===== config.mk =====
export PLATFORM = sky130hd
export DESIGN_NAME = bch_encoder
export DESIGN_NICKNAME = d
export VERILOG_FILES = /design/src/rtl/bch_encoder.sv
export SDC_FILE = /design/constraint.sdc
export NUM_CORES = 1
export LEC_CHECK = 0
export CAP_MARGIN = 20
export CORE_UTILIZATION = 55
export CTS_BUF_LIST = sky130_fd_sc_hd__clkbuf_8 sky130_fd_sc_hd__clkbuf_16
export CTS_CLUSTER_SIZE = 8
export DETAILED_ROUTE_END_ITERATION = 6
export PLACE_DENSITY_LB_ADDON = 0.1
export SYNTH_ARGS = -nofsm -noshare
export SYNTH_HDL_FRONTEND = slang
export SYNTH_SLANG_ARGS = --single-unit

===== constraint.sdc =====
create_clock -name clk -period 4.8 [get_ports clk]
set_input_delay 1.44 -clock clk [delete_from_list [all_inputs] [get_ports clk]]
set_output_delay 1.44 -clock clk [all_outputs]
set_load 0.01 [all_outputs]

===== src/rtl/bch_encoder.sv =====
// bch_encoder: serial BCH(31,16) systematic encoder producing {message, parity} in 16 LFSR steps.
module bch_encoder #(
    parameter logic [15:0] GEN_POLY = 16'h8FAF
) (
    input  logic        clk,
    input  logic        reset,
    input  logic [15:0] data,
    input  logic        readready,
    output logic        busy,
    output logic        outready,
    output logic [30:0] outdata
);
    typedef enum logic [1:0] {IDLE, SHIFT, DONE} state_t;
    state_t      state_q, state_d;
    logic [15:0] msg_q, msg_d, shift_q, shift_d;
    logic [14:0] rem_q, rem_d, rem_step;
    logic [3:0]  cnt_q, cnt_d;
    logic [30:0] out_q, out_d;
    logic        rdy_q, rdy_d;
    logic        fb;
    always_ff @(posedge clk or posedge reset) begin
        if (reset) state_q <= IDLE;
        else state_q <= state_d;
    end
    always_comb begin
        state_d = (state_q == IDLE)  ? (readready ? SHIFT : IDLE) :
                  (state_q == SHIFT) ? ((cnt_q == 4'd0) ? DONE : SHIFT) : IDLE;
    end
    always_comb begin
        busy = (state_q != IDLE);
    end
    // one MSB-first division step of the message stream by g(x)
    assign fb       = shift_q[15] ^ rem_q[14];
    assign rem_step = {rem_q[13:0], 1'b0} ^ (fb ? GEN_POLY[14:0] : 15'h0);
    always_comb begin
        msg_d   = msg_q;
        shift_d = shift_q;
        rem_d   = rem_q;
        cnt_d   = cnt_q;
        out_d   = out_q;
        rdy_d   = rdy_q;
        if (state_q == IDLE && readready) begin
            msg_d   = data;
            shift_d = data;
            rem_d   = '0;
            cnt_d   = 4'd15;
        end else if (state_q == SHIFT) begin
            shift_d = shift_q << 1;
            rem_d   = rem_step;
            cnt_d   = cnt_q - 4'd1;
            if (cnt_q == 4'd0) begin
                out_d = {msg_q, rem_step};
                rdy_d = 1'b1;
            end
        end else if (state_q == DONE) begin
            rdy_d = 1'b0;
        end
    end
    always_ff @(posedge clk or posedge reset) begin
        if (reset) begin
            msg_q   <= '0;
            shift_q <= '0;
            rem_q   <= '0;
            cnt_q   <= '0;
            out_q   <= '0;
            rdy_q   <= 1'b0;
        end else begin
            msg_q   <= msg_d;
            shift_q <= shift_d;
            rem_q   <= rem_d;
            cnt_q   <= cnt_d;
            out_q   <= out_d;
            rdy_q   <= rdy_d;
        end
    end
    assign outready = rdy_q;
    assign outdata  = out_q;
endmodule


Yosys cells after proc, flatten, opt, wreduce, memory -nomap -nowiden
Index checks and enable logic that the tools add are counted.
{"block": "classes", "addsub": 1, "n_eq_ne": 3, "n_mux": 14, "bitwise": 3, "n_reduce_logical": 8}
{"cell": "16-bit 2-to-1 mux", "count": 2}
{"cell": "15-bit 2-to-1 mux", "count": 2}
{"cell": "15-bit by 12-bit XOR with 15-bit output", "count": 1}
{"cell": "12-bit 2-to-1 mux", "count": 1}
{"cell": "4-bit 2-to-1 mux", "count": 2}
{"cell": "2-bit 2-to-1 mux", "count": 3}
{"cell": "3-bit AND reduction", "count": 2}
{"cell": "2-bit nonzero test", "count": 3}
{"cell": "4-bit zero test", "count": 1}
{"cell": "1-bit 2-to-1 mux", "count": 4}
{"cell": "4-bit by 1-bit subtractor with 4-bit output (second input constant)", "count": 1}
{"cell": "2-bit by 1-bit equality test with 1-bit output (second input constant)", "count": 1}
{"cell": "2-bit equality test (second input constant)", "count": 1}
{"cell": "2-bit zero test", "count": 1}
{"cell": "2-bit by 1-bit inequality test with 1-bit output (second input constant)", "count": 1}
{"cell": "1-bit logical AND", "count": 1}
{"cell": "1-bit NOT", "count": 1}
{"cell": "1-bit XOR", "count": 1}
{"block": "word_totals", "reg_bits": 85, "word_cells": 36}

Logic depth before layout (Yosys ltp)
{"block": "depth", "ltp_word": 5, "mapped_depth": 6}

Worst setup path after synthesis
Ideal clock, no wire load.
{"block": "synth_timing", "path_type": "in2reg", "start": "input port readready", "end": "register rem_q[14]", "setup_time_ps": 133, "arrival_time_ps": 2117, "required_ps": 4667, "path_slack_ps": 2550, "cell_stages": 3, "path_buffers": 1, "path_cell_list": "nor3b_2 > clkbuf_1 > o21ai_0"}
{"block": "synth_between", "elab_chain_cells": 2, "elab_cells_between_ends": 3, "cone_classes": "mux (1); reduce/logical (2)"}
{"item": "start: declaration", "line": "8", "text": "input logic readready,"}
{"item": "1-bit logical AND *", "line": "42", "text": "if (state_q == IDLE && readready) begin"}
{"item": "15-bit 2-to-1 mux or 2-bit nonzero test (tied branches)"}
{"item": "end signal: assignment", "line": "70", "text": "rem_q <= rem_d;"}
{"item": "end: declaration", "line": "16", "text": "logic [14:0] rem_q, rem_d, rem_step;"}
Mark *: on every way between the ends. The rest lies on a longest branch, timed or not.
A chain may end at the register's enable or synchronous reset.

Worst setup path in the final report
{"block": "layout_timing", "start": "register state_q[1]", "end": "output port busy"}
{"block": "layout_between", "elab_chain_cells": 1}
{"item": "start: declaration", "line": "14", "text": "state_t state_q, state_d;"}
{"item": "start signal: assignment", "line": "23", "text": "else state_q <= state_d;"}
{"item": "2-bit nonzero test", "line": "30", "text": "busy = (state_q != IDLE);"}
{"item": "end: declaration", "line": "9", "text": "output logic busy,"}
No other way between the ends.

==> results.ini <==
[clock_tree]
htreeDepth = 3
cts.sinks = 85
ctsRootBufferMaster = clkbuf_8
ctsResizeCount = 0
cts-buffers-inserted = 9
cts_tree = built
clk_pin_slew_ns = 0.08
ctsHoldBuffers = 0
ctsLongestPathBuffers = 2
clkLatencyLatePin_ns = 0.34
post_cts_buffers = 0

[placement]
place_hpwl_mm = 3.59
portBuffers = 51
dp_slack_ns = 1.83
finalWeightedCongestion = 0.680

[critical_path]
crit_start = state_q[1]$_DFF_PP0_
crit_fanout = 5
r2r-end = outdata[7]$_DFFE_PP0P_
criticalPathCategory = flip-flop to output port
rrSetupSlack_ns = 2.25
cp.required_ns = 3.36
path_delay_family = buffers and inverters
arrival_ns = 1.50
worst_path_max_delay_cell = clkdlybuf4s50_1
reg2reg_from = state_q[0]$_DFF_PP0_
path_buf_inv = 2
worst_setup_path_end_kind = output port
cp.depth = 3
path_cells = nor2_1 > inv_1 > clkdlybuf4s50_1
crit_path_max_incr_delay_ns = 0.52
r2r.worst_path.cells = 3
crit_path_start_kind = flip-flop

[synthesis]
avgSynthCellArea_sq_um = 12.4
post_synth_inst_count = 288
ys_warn_count = 0
synth-seq-area-share_pct = 59.4
synthesis.area_sq_mm = 0.00358
synthesis.nets = 309
synth-seq-cells = 85
yosysUniqueCellTypes = 27

[drt]
ant_nets = 0
dr.pass1.iters = 4
drtIter0Drc = 79
num_vias = 2161
via_per_inst = 5.16
route.detailed.drc = 0
drt-total-wl_mm = 6.02
post_drt_wl_per_cell_um = 14.4

[power]
powerDensity_mw_per_mm2 = 727
power_switching_uw = 1010
seq_power_share_pct = 40.5
vdd_drop_max_mv = 0.434
switching_share_pct = 31.9
p_clk_share_pct = 18.7
share_comb_of_total_power_pct = 40.8
power.leakage_uw = 0.00208
p_int_uw = 2160

[sta]
hold_viol_final = 0
min_period_over_period_pct = 61.2
fmax_mhz = 340
slew_violations = 0
min_period_ns = 2.94
grt_setup_unrepaired = no
worst_pin_slew_ns = 1.01
setup_violations = 0
skew_ns = 0.00950
worst_slack_ns = 1.86
fin_tns_setup_ns = 0
slew_headroom_pct = 32.8

[floorplan]
core_area_sq_mm = 0.00631
die-area_sq_mm = 0.00684
die_y_um = 82.7
die_w_um = 82.7
io_pins = 52
initial_core_util_pct = 56.7
rows = 29

[global_routing]
grt-ovfl-total = 0
antenna_found_initial = 0
grt.total_usage_pct = 20.1
grt_max_degree = 64
grt_pass1_vias = 2159
grt_pass1_wl_mm = 10.0

[cells_and_area]
nets = 358
area_delta_synth_final_pct = 21.6
antenna-diode-count = 0
final_util_pct = 69.0
drive_gt1_share_pct = 15.8

[worst_hold_path]
hold_start = msg_q[8]$_DFFE_PP0P_
hp-class = flip-flop to flip-flop
hold_depth = 1
holdPathEnd = outdata[23]$_DFFE_PP0P_

[status]
status = finished clean

[job]
drv_cap = 0

==> power by group through the flow <==
stage	sequential [uW]	combinational, uW	clock, uW
floorplan	1310	833	0
global placement	1280	1270	0
detailed placement	1290	1310	0
CTS	1280	1310	606
global route	1330	1440	634
finish	1280	1290	592
==> kinds of logic after synthesis <==
group	after synthesis	share of synthesized area (%)
mux	45	16.6
fa+ha+maj	2	0.699
simple gates	52	6.57
buf+inv	38	5.42
compound gates	56	8.91
flops	85	59.4
xor+xnor	10	2.45
==> flip-flops by register name, summed over array words and instances, names as in the netlist <==
signal and count:
outready 1, msg_q 16, cnt_q 4, outdata 31
state_q 2, rem_q 15, shift_q 16
==> cell type report <==
| class | count | area [sq um] |
|---|---|---|
| Inverter | 22 | 83.8 |
| Sequential cell | 85 | 2130 |
| Fill cell | 487 | 1960 |
| Clock inverter | 3 | 65.1 |
| Tap cell | 77 | 96.3 |
| Multi-Input combinational cell | 165 | 1270 |
| Timing Repair Buffer | 54 | 533 |
| Clock buffer | 13 | 179 |
==> per-layer routing <==
layer | wire, um | track usage, %
met2 | 2660 | 30.8
met4 | 65 | 9.31
met5 | 0 | 0
met3 | 189 | 4.40
met1 | 3100 | 27.1
==> how the worst max path moves through the flow <==
stage	slack (ns)	endpoint
floorplan	1.17	cnt_q[0]$_DFFE_PP0P_
global placement	1.86	outdata[3]$_DFFE_PP0P_
detailed placement	1.83	shift_q[6]$_DFFE_PP0P_
CTS	1.84	busy
global route	1.72	busy
finish	1.86	busy
==> synthesized netlist by cell type <==
library cell	count	area share, %
nor2_1	1	0.10
buf_1	1	0.10
inv_1	22	2.3
o2bb2ai_1	9	2.2
buf_4	2	0.42
xnor2_1	10	2.4
a31oi_1	1	0.17
mux2_4	28	12
nand2_4	1	0.31
buf_6	5	1.6
o22ai_1	1	0.17
buf_2	5	0.70
a21oi_1	3	0.42
nand3_1	1	0.14
nand2b_1	1	0.17
nor3_1	1	0.14
and3_1	2	0.35
ha_1	2	0.70
mux2_2	2	0.63
o21ai_0	41	5.7
clkbuf_1	3	0.31
dfrtp_1	85	59
o211ai_1	1	0.21
nand2_1	42	4.4
nor2b_2	1	0.24
mux2i_1	15	4.2
nor3b_2	2	0.70
==> through the flow <==
step / std cells / hold slack, ns / cell area [sq um] / total power (uW)
finish: 419 / 0.506 / 4360 / 3160
CTS: 419 / 0.510 / 4360 / 3200
global route: 419 / 0.529 / 4360 / 3400
detailed placement: 403 / 0.493 / 4110 / 2600
floorplan: 288 / 0.470 / 3580 / 2150
global placement: 403 / 0.488 / 4110 / 2560
==> layout by cell type, fill, tap and decap left out, drive strengths merged <==
cell            n
nand3           1
mux2           30
nand2          43
nor2            1
ha              2
a21oi           3
o2bb2ai         9
o21ai          41
dfrtp          85
nor3            1
a31oi           1
xnor2          10
o22ai           1
bufinv          2
buf             3
inv            21
and3            2
nor2b           1
clkinv          2
clkdlybuf4s50  51
nor3b           2
o211ai          1
mux2i          15
clkbuf         13
nand2b          1
(Power assumes the default switching activity.)
